--- config.mk ---
export PLATFORM = sky130hd
export DESIGN_NAME = load_data_unit
export DESIGN_NICKNAME = d
export VERILOG_FILES = /design/src/rtl/load_data_unit.sv
export SDC_FILE = /design/constraint.sdc
export NUM_CORES = 1
export LEC_CHECK = 0
export ABC_AREA = 1
export BUFFER_PORTS_ARGS = -buffer_cell sky130_fd_sc_hd__buf_2
export CORE_UTILIZATION = 49
export CTS_CLUSTER_SIZE = 14
export DETAILED_ROUTE_END_ITERATION = 7
export GPL_ROUTABILITY_DRIVEN = 0
export PLACE_DENSITY = 0.8
export SKIP_CTS_REPAIR_TIMING = 1
export SLEW_MARGIN = 30
export SYNTH_ARGS = -nofsm -noshare
export SYNTH_HDL_FRONTEND = slang
export SYNTH_SLANG_ARGS = --single-unit
--- constraint.sdc ---
create_clock -name clk -period 1.5 [get_ports clk]
set_clock_uncertainty 0.1 [all_clocks]
set_input_delay 0.075 -clock clk [delete_from_list [all_inputs] [get_ports clk]]
set_output_delay 0.075 -clock clk [all_outputs]
set_load 0.01 [all_outputs]
--- src/rtl/load_data_unit.sv ---
// RV32I load data unit: issues one DMEM word read per load and returns the
// aligned, sign/zero-extended result over a valid/ready handshake.
module load_data_unit #(
  parameter int unsigned MEM_LATENCY = 1,
  parameter int unsigned ADDR_W      = 14
) (
  input  logic              clk,
  input  logic              rst_n,
  input  logic              req_valid,
  output logic              req_ready,
  input  logic [2:0]        req_funct3,
  input  logic [31:0]       req_addr,
  output logic              dmem_en,
  output logic [ADDR_W-1:0] dmem_addr,
  input  logic [31:0]       dmem_rdata,
  output logic              resp_valid,
  input  logic              resp_ready,
  output logic [31:0]       resp_data,
  output logic              resp_err
);

  typedef enum logic [1:0] {S_IDLE, S_WAIT, S_RESP} state_e;

  localparam logic [2:0] LAT = 3'(MEM_LATENCY);

  localparam logic [2:0] F3_LB  = 3'b000;
  localparam logic [2:0] F3_LH  = 3'b001;
  localparam logic [2:0] F3_LW  = 3'b010;
  localparam logic [2:0] F3_LBU = 3'b100;
  localparam logic [2:0] F3_LHU = 3'b101;

  state_e              state_q, state_d;
  logic                dmem_en_q, dmem_en_d;
  logic [ADDR_W-1:0]   dmem_addr_q, dmem_addr_d;
  logic [2:0]          cnt_q, cnt_d;
  logic [2:0]          funct3_q, funct3_d;
  logic [1:0]          off_q, off_d;
  logic                resp_valid_q, resp_valid_d;
  logic [31:0]         resp_data_q, resp_data_d;
  logic                resp_err_q, resp_err_d;

  function automatic logic load_err(input logic [2:0] f3, input logic [1:0] off);
    logic err;
    unique case (f3)
      F3_LB, F3_LBU: err = 1'b0;
      F3_LH, F3_LHU: err = off[0];
      F3_LW:         err = (off != 2'b00);
      default:       err = 1'b1;
    endcase
    return err;
  endfunction

  function automatic logic [31:0] extract(input logic [2:0] f3, input logic [1:0] off,
                                          input logic [31:0] rdata);
    logic [31:0] byte_sh, half_sh, res;
    byte_sh = rdata >> {off, 3'b000};
    half_sh = rdata >> {off[1], 4'b0000};
    unique case (f3)
      F3_LB:   res = {{24{byte_sh[7]}}, byte_sh[7:0]};
      F3_LBU:  res = {24'b0, byte_sh[7:0]};
      F3_LH:   res = {{16{half_sh[15]}}, half_sh[15:0]};
      F3_LHU:  res = {16'b0, half_sh[15:0]};
      default: res = rdata;
    endcase
    return res;
  endfunction

  always_comb begin
    // NOTE: every always_comb output gets a default first so no path infers a latch.
    state_d      = state_q;
    dmem_en_d    = 1'b0;
    dmem_addr_d  = dmem_addr_q;
    cnt_d        = cnt_q;
    funct3_d     = funct3_q;
    off_d        = off_q;
    resp_valid_d = resp_valid_q;
    resp_data_d  = resp_data_q;
    resp_err_d   = resp_err_q;

    unique case (state_q)
      S_IDLE: begin
        if (req_valid) begin
          funct3_d = req_funct3;
          off_d    = req_addr[1:0];
          if (load_err(req_funct3, req_addr[1:0])) begin
            resp_valid_d = 1'b1;
            resp_err_d   = 1'b1;
            resp_data_d  = 32'h0;
            state_d      = S_RESP;
          end else begin
            dmem_en_d   = 1'b1;
            dmem_addr_d = req_addr[ADDR_W+1:2];
            cnt_d       = 3'd0;
            state_d     = S_WAIT;
          end
        end
      end
      S_WAIT: begin
        // cnt_q reaches LAT in the one cycle dmem_rdata is valid.
        if (cnt_q == LAT) begin
          resp_valid_d = 1'b1;
          resp_err_d   = 1'b0;
          resp_data_d  = extract(funct3_q, off_q, dmem_rdata);
          cnt_d        = 3'd0;
          state_d      = S_RESP;
        end else begin
          cnt_d = cnt_q + 3'd1;
        end
      end
      S_RESP: begin
        if (resp_ready) begin
          resp_valid_d = 1'b0;
          state_d      = S_IDLE;
        end
      end
      default: state_d = S_IDLE;
    endcase
  end

  // NOTE: sequential state uses non-blocking assignments so all flops update together.
  always_ff @(posedge clk or negedge rst_n) begin
    if (!rst_n) begin
      state_q      <= S_IDLE;
      dmem_en_q    <= 1'b0;
      dmem_addr_q  <= '0;
      cnt_q        <= 3'd0;
      funct3_q     <= 3'd0;
      off_q        <= 2'd0;
      resp_valid_q <= 1'b0;
      resp_data_q  <= 32'h0;
      resp_err_q   <= 1'b0;
    end else begin
      state_q      <= state_d;
      dmem_en_q    <= dmem_en_d;
      dmem_addr_q  <= dmem_addr_d;
      cnt_q        <= cnt_d;
      funct3_q     <= funct3_d;
      off_q        <= off_d;
      resp_valid_q <= resp_valid_d;
      resp_data_q  <= resp_data_d;
      resp_err_q   <= resp_err_d;
    end
  end

  assign req_ready  = (state_q == S_IDLE);
  assign dmem_en    = dmem_en_q;
  assign dmem_addr  = dmem_addr_q;
  assign resp_valid = resp_valid_q;
  assign resp_data  = resp_data_q;
  assign resp_err   = resp_err_q;

endmodule
==> impl_metrics.py, run 1 <==
metrics = {
    "run_status": {
        "status": "complete, but fails checks",
        "violations": "hold timing",
    },
    "critical_path": {
        "r2r_start": "cnt_q[1]",
        "critPathBufInv": 1,
        "worstRegToRegCells": 7,
        "cp_max_fo": 19,
        "slowest_delay_ns": 0.40,
        "setup.worst_path.end_class": "flip-flop",
        "path_class": "flip-flop to flip-flop",
        "timing.rr.end": "resp_err",
        "startpoint": "cnt_q[1]",
        "worst_path_max_delay_cell": "dfrtp_1",
        "arrival_ns": 1.55,
        "cp.required_ns": 1.62,
        "rrSetupSlack_ns": 0.07,
        "crit_path_cell_trace": "nor2_2, nand2_2, a21oi_2, nand2_4, buf_12, nand2_1, o21ai_0",
        "start_kind": "flip-flop",
        "crit_family": "flip-flops",
    },
    "placed_design": {
        "pre_cts_ws_ns": 0.0217,
        "portBuffers": 104,
        "dp_hpwl_mm": 5.72,
    },
    "cts": {
        "cts-root-buf": "clkbuf_8",
        "clkTransAtPathRegs_ns": 0.07,
        "numCtsBuffers": 9,
        "htreeDepth": 3,
        "cts.sinks": 59,
        "clock_latency_ns": 0.34,
        "cts_tree": "built",
        "clock_path_buffers": 2,
    },
    "power": {
        "power_mw": 8.75,
        "vdd_drop_max_uv": 985,
        "p_leak_nw": 2.58,
        "power_density_nw_per_um2": 2020,
    },
    "min_path": {
        "worstHoldPathCells": 5,
        "hp-start": "dmem_rdata[12]",
        "hp-class": "primary input to flip-flop",
        "holdPathEnd": "resp_data[12]",
    },
    "grt": {
        "grt_max_degree": 60,
        "grt.busiest_layer": "met2",
        "grt_usage_pct": 23.9,
        "use_met1_pct": 31.7,
        "grt_pass1_wl_mm": 13.2,
        "grt.met3_usage_pct": 6.76,
        "use_met2_pct": 36.4,
        "overflow": 0,
        "antenna_found_initial": 0,
        "grt_pass1_vias": 2964,
    },
    "detailed_routing": {
        "wl_mm": 8.20,
        "wl_per_cell_um": 12.2,
        "via_per_inst": 4.87,
        "vias": 3277,
        "drt_iter0_drc": 236,
        "first_pass_iters": 5,
        "ant_nets": 0,
        "drcViolationCount": 0,
    },
    "logic_synthesis": {
        "synth-warning-count": 0,
        "syn_nets": 525,
        "synth_cell_types": 24,
        "synth_cells": 454,
        "synth.cell_area_um2": 3230,
        "syn_avg_cell_area_um2": 7.10,
        "ys_seq_area_share_pct": 45.8,
        "ys_ff_latch": 59,
    },
    "timing": {
        "finalSetupTns_ns": 0,
        "report.final.slew_viol_count": 0,
        "layout_min_cycle_time_ns": 1.43,
        "finalSetupViolations": 0,
        "slew_headroom_pct": 77.6,
        "clock.fmax_mhz": 699,
        "final.period_utilization_pct": 95.4,
        "hold_viol_final": 1,
        "whs_ns": -0.00652,
        "fin_ws_ns": 0.0690,
        "tightest_slew_ns": 0.332,
    },
    "floorplanning": {
        "row_count": 29,
        "initial_core_util_pct": 50.8,
        "fp.dieH_um": 83.1,
        "design.core.area_um2": 6350,
        "die_w_um": 83.1,
        "ios": 121,
        "dieArea_um2": 6910,
    },
    "cells_and_area": {
        "antenna_cells": 0,
        "drive_gt1_share_pct": 30.7,
        "fin_nets": 662,
        "fillers": 531,
        "syn2layout_area_growth_pct": 34.4,
        "utilization_pct": 68.3,
    },
    "run": {
        "maxCapViolations": 0,
    },
}
==> synth_stat cells, drive strengths merged <==
cell type / number / area, µm²
a21oi: 14 / 73.8
buf: 13 / 116
clkbuf: 4 / 15.0
dfrtp: 59 / 1480
inv: 27 / 106
mux2: 1 / 11.3
nand2: 225 / 937
nand3: 12 / 60.1
nand3b: 1 / 7.51
nor2: 77 / 309
o21ai: 19 / 95.1
xnor2: 1 / 8.76
xor2: 1 / 8.76
==> state kept, by name, indices dropped and copies added, names as in the netlist <==
register	cells
resp_data	32
dmem_addr	14
cnt_q	3
funct3_q	3
off_q	2
state_q	2
dmem_en	1
resp_err	1
resp_valid	1
==> placed cells by master (no fill, tap or decap) <==
| cell | instances |
|---|---|
| dfrtp_1 | 57 |
| nor2_2 | 2 |
| nand3b_1 | 1 |
| clkinv_4 | 1 |
| clkinvlp_4 | 2 |
| dlygate4sd3_1 | 21 |
| inv_2 | 4 |
| o21ai_0 | 18 |
| inv_1 | 21 |
| nor2_4 | 3 |
| mux2_2 | 1 |
| a21oi_1 | 13 |
| nor2_1 | 72 |
| nand2_8 | 1 |
| nand3_1 | 12 |
| xor2_1 | 1 |
| a21oi_2 | 1 |
| clkinv_2 | 3 |
| xnor2_1 | 1 |
| buf_2 | 104 |
| bufinv_16 | 1 |
| nand2_4 | 5 |
| inv_4 | 2 |
| buf_12 | 4 |
| nand2_1 | 196 |
| nand2_2 | 23 |
| dfrtp_2 | 2 |
| buf_4 | 13 |
| o21ai_2 | 1 |
| buf_6 | 1 |
| clkbuf_8 | 9 |
==> power by group <==
group | total (mW) | leakage (nW) | internal (mW) | switching [mW]
Clock | 1.42 | 0.0950 | 0.760 | 0.664
Combinational | 4.52 | 1.72 | 1.81 | 2.71
Sequential | 2.80 | 0.762 | 2.32 | 0.487
Total | 8.75 | 2.58 | 4.89 | 3.86
==> worst max-delay path by stage <==
stage | endpoint | slack (ns) | cells after the start
3_3_place_gp | resp_data[22] | 0.07 | 7
3_5_place_dp | resp_data[4] | 0.02 | 8
2_1_floorplan | dmem_addr[10] | 0.07 | 7
4_1_cts | resp_err | 0.001 | 7
6_report | resp_err | 0.07 | 7
5_1_grt | resp_data[15] | -0.005 | 7
==> layout make-up <==
class                           instances  area (µm²)  share of cell area (%)
Inverter                               27         106                    2.45
Timing Repair Buffer                  143         920                    21.2
Sequential cell                        59        1480                    34.1
Tap cell                               77        96.3                    2.22
Clock inverter                          7        68.8                    1.59
Clock buffer                            9         124                    2.86
Multi-Input combinational cell        351        1540                    35.6
==> through the flow <==
step	std cells	instance area, µm²	hold WS [ns]
finish	673	4340	-0.00652
global placement	634	3880	0.000258
global route	673	4340	0.00443
floorplan	454	3230	-0.321
CTS	650	4070	-0.371
detailed placement	634	3880	0.00371
==> metal layers <==
layer | part of all wire, % | up-vias
met5 | 0 | -
met2 | 48 | 140
met3 | 7.5 | 19
li1 | - | 1655
met1 | 42 | 1463
met4 | 2.5 | 0
==> logic make-up (layout without fill, tap and decap cells) <==
| family | Yosys count | after routing | synth area share, % |
|---|---|---|---|
| buf+inv | 44 | 186 | 7.37 |
| xor+xnor | 2 | 2 | 0.543 |
| mux | 1 | 1 | 0.349 |
| compound gates | 33 | 33 | 5.24 |
| flops | 59 | 59 | 45.8 |
| simple gates | 315 | 315 | 40.7 |
==> tightest hold or removal path, cell delays in order <==
cell     delay (ns)
buf_2          0.09
nor2_1         0.04
nor2_1         0.09
nand2_1        0.06
nand2_1        0.05
Power figures use the tool's default switching activity.
==> inputs of run 2 (changes only) <==
ABC_AREA = unset   (was 1)
CORE_ASPECT_RATIO = 1.75   (was unset)
CORE_UTILIZATION = 48   (was 49)
==> impl_metrics.py, run 2 <==
metrics = {
    "power": {
        "power_density_nw_per_um2": 1900,
        "vdd_drop_max_uv": 1210,
        "power_mw": 8.58,
        "p_leak_nw": 2.24,
    },
    "floorplanning": {
        "ios": 121,
        "die_w_um": 60.4,
        "dieArea_um2": 6300,
        "initial_core_util_pct": 50.5,
        "design.core.area_um2": 5680,
        "row_count": 36,
        "fp.dieH_um": 104,
    },
    "timing": {
        "rsz0062_at_grt": "yes",
        "layout_min_cycle_time_ns": 1.83,
        "finalSetupViolations": 49,
        "whs_ns": -0.00870,
        "slew_headroom_pct": 73.5,
        "final.period_utilization_pct": 122,
        "report.final.slew_viol_count": 0,
        "tightest_slew_ns": 0.393,
        "clock.fmax_mhz": 548,
        "fin_ws_ns": -0.326,
        "hold_viol_final": 1,
    },
    "logic_synthesis": {
        "ys_seq_area_share_pct": 51.5,
        "ys.flop_type": "dfrtp_1",
        "synth_top_area_share_pct": 51.5,
        "synth_area_leaders": "dfrtp_1, mux2_2, a221o_1",
        "ys_ff_latch": 59,
        "synth.most_common_cell": "dfrtp_1",
        "async_reset_ff_share_pct": 100,
        "synth_cells": 250,
        "synth_edf_count": 0,
        "syn_nets": 321,
        "syn_avg_cell_area_um2": 11.5,
        "synth_cell_types": 40,
        "synth_common_cells": "dfrtp_1, mux2_2, o21ai_0",
        "synth_largest_area_cell": "dfrtp_1",
        "synth-warning-count": 0,
        "synth.cell_area_um2": 2870,
    },
    "detailed_routing": {
        "drt_iter0_drc": 264,
        "wl_per_cell_um": 20.1,
        "via_per_inst": 5.97,
        "drcViolationCount": 0,
        "first_pass_iters": 7,
        "vias": 3069,
        "ant_nets": 0,
        "wl_mm": 10.3,
    },
    "run": {
        "maxCapViolations": 0,
    },
    "cts": {
        "clock_path_buffers": 2,
        "htreeDepth": 3,
        "cts.sinks": 59,
        "numCtsBuffers": 9,
        "cts-root-buf": "clkbuf_8",
        "clkTransAtPathRegs_ns": 0.07,
        "clock_latency_ns": 0.34,
        "cts_tree": "built",
    },
    "critical_path": {
        "cp_max_fo": 8,
        "worstRegToRegCells": 6,
        "startpoint": "state_q[1]",
        "timing.rr.end": "resp_data[6]",
        "path_class": "flip-flop to flip-flop",
        "setup.worst_path.end_class": "flip-flop",
        "cp.required_ns": 1.61,
        "start_kind": "flip-flop",
        "endpoint": "resp_data[6]",
        "arrival_ns": 1.93,
        "r2r_start": "state_q[1]",
        "rrSetupSlack_ns": -0.33,
    },
    "cells_and_area": {
        "drive_gt1_share_pct": 52.1,
        "largest_reg_flops": 32,
        "postLayoutCellArea_um2": 4520,
        "antenna_cells": 0,
        "fillers": 342,
        "utilization_pct": 79.7,
        "fin_nets": 505,
        "layout_commonest_cell": "buf_2",
        "syn2layout_area_growth_pct": 57.8,
        "most-common-layout-cells": "buf_2, dfrtp_1, dlygate4sd3_1",
    },
    "placed_design": {
        "dpl-instance-area_um2": 3740,
        "pre_cts_ws_ns": -0.610,
        "portBuffers": 104,
        "dp_hpwl_mm": 6.12,
    },
    "run_status": {
        "violations": "hold timing, setup timing",
        "status": "complete, but fails checks",
    },
    "min_path": {
        "hp-class": "primary input to flip-flop",
    },
    "grt": {
        "grt_max_degree": 45,
        "overflow": 0,
        "grt_pass1_wl_mm": 12.7,
        "grt_pass1_vias": 2766,
        "antenna_found_initial": 0,
        "grt_usage_pct": 27.7,
    },
}
[run 2: cell types whose count changed after synthesis, sizes merged, moves of 8 or more]
cell | before | now
mux2 | 1 | 28
a221o | 0 | 16
nand2b | 0 | 10
nand2 | 225 | 6
clkbuf | 4 | 15
inv | 27 | 8
nor2 | 77 | 16
a32o | 0 | 8
[run 2: cell type report]
type / count / area, µm² / area share [%]
Tap cell: 76 / 95.1 / 2.10
Multi-Input combinational cell: 164 / 1390 / 30.6
Timing Repair Buffer: 192 / 1350 / 29.9
Inverter: 8 / 30.0 / 0.664
Clock buffer: 9 / 124 / 2.74
Sequential cell: 59 / 1480 / 32.7
Clock inverter: 6 / 57.6 / 1.27
[run 2: worst max-delay path, stage by stage, from the launching register on]
cell	delay, ns
dfrtp_2	0.44
nor3b_4	0.18
or3b_4	0.45
buf_4	0.16
buf_6	0.13
nand3_1	0.13
o41ai_2	0.10
[run 2: layer usage]
metal | vias up | GRT usage (%) | wire (µm)
met3 | 50 | 6.09 | 766
li1 | 1308 | - | -
met2 | 225 | 48.6 | 5570
met5 | - | 0 | 0
met4 | 0 | 14.9 | 513
met1 | 1486 | 28.9 | 3490
[run 2: kinds of logic after synthesis]
kind of cell | share of synthesized area (%)
AO/OA/AOI/OAI | 21.3
flip-flops | 51.5
AND/OR/NAND/NOR | 10.3
buffers and inverters | 4.80
multiplexers | 11.8
XOR/XNOR | 0.306
[run 2: worst min-delay path by stage]
| stage | start | end | cells after the start |
|---|---|---|---|
| 2_1_floorplan | rst_n | cnt_q[0] | 0 |
| 3_3_place_gp | rst_n | resp_data[18] | 1 |
| 3_5_place_dp | rst_n | resp_data[18] | 1 |
| 4_1_cts | rst_n | resp_data[18] | 1 |
| 5_1_grt | dmem_rdata[6] | resp_data[6] | 3 |
| 6_report | dmem_rdata[12] | resp_data[12] | 3 |
[run 2: power by group]
group	leakage [nW]	total (mW)	internal (mW)	switching, mW
clock	0.0946	1.40	0.745	0.660
combinational	1.38	4.51	2.24	2.27
sequential	0.758	2.66	2.21	0.453
total	2.24	8.58	5.20	3.38
[run 2: per-stage QoR]
| stage | std cells | hold WS [ns] | setup TNS, ns |
|---|---|---|---|
| floorplan | 250 | -0.321 | -23.74 |
| global placement | 451 | -0.0887 | -13.18 |
| detailed placement | 451 | -0.0900 | -15.34 |
| CTS | 466 | -0.451 | -16.31 |
| global route | 514 | -0.00776 | -12.14 |
| finish | 514 | -0.00870 | -9.85 |
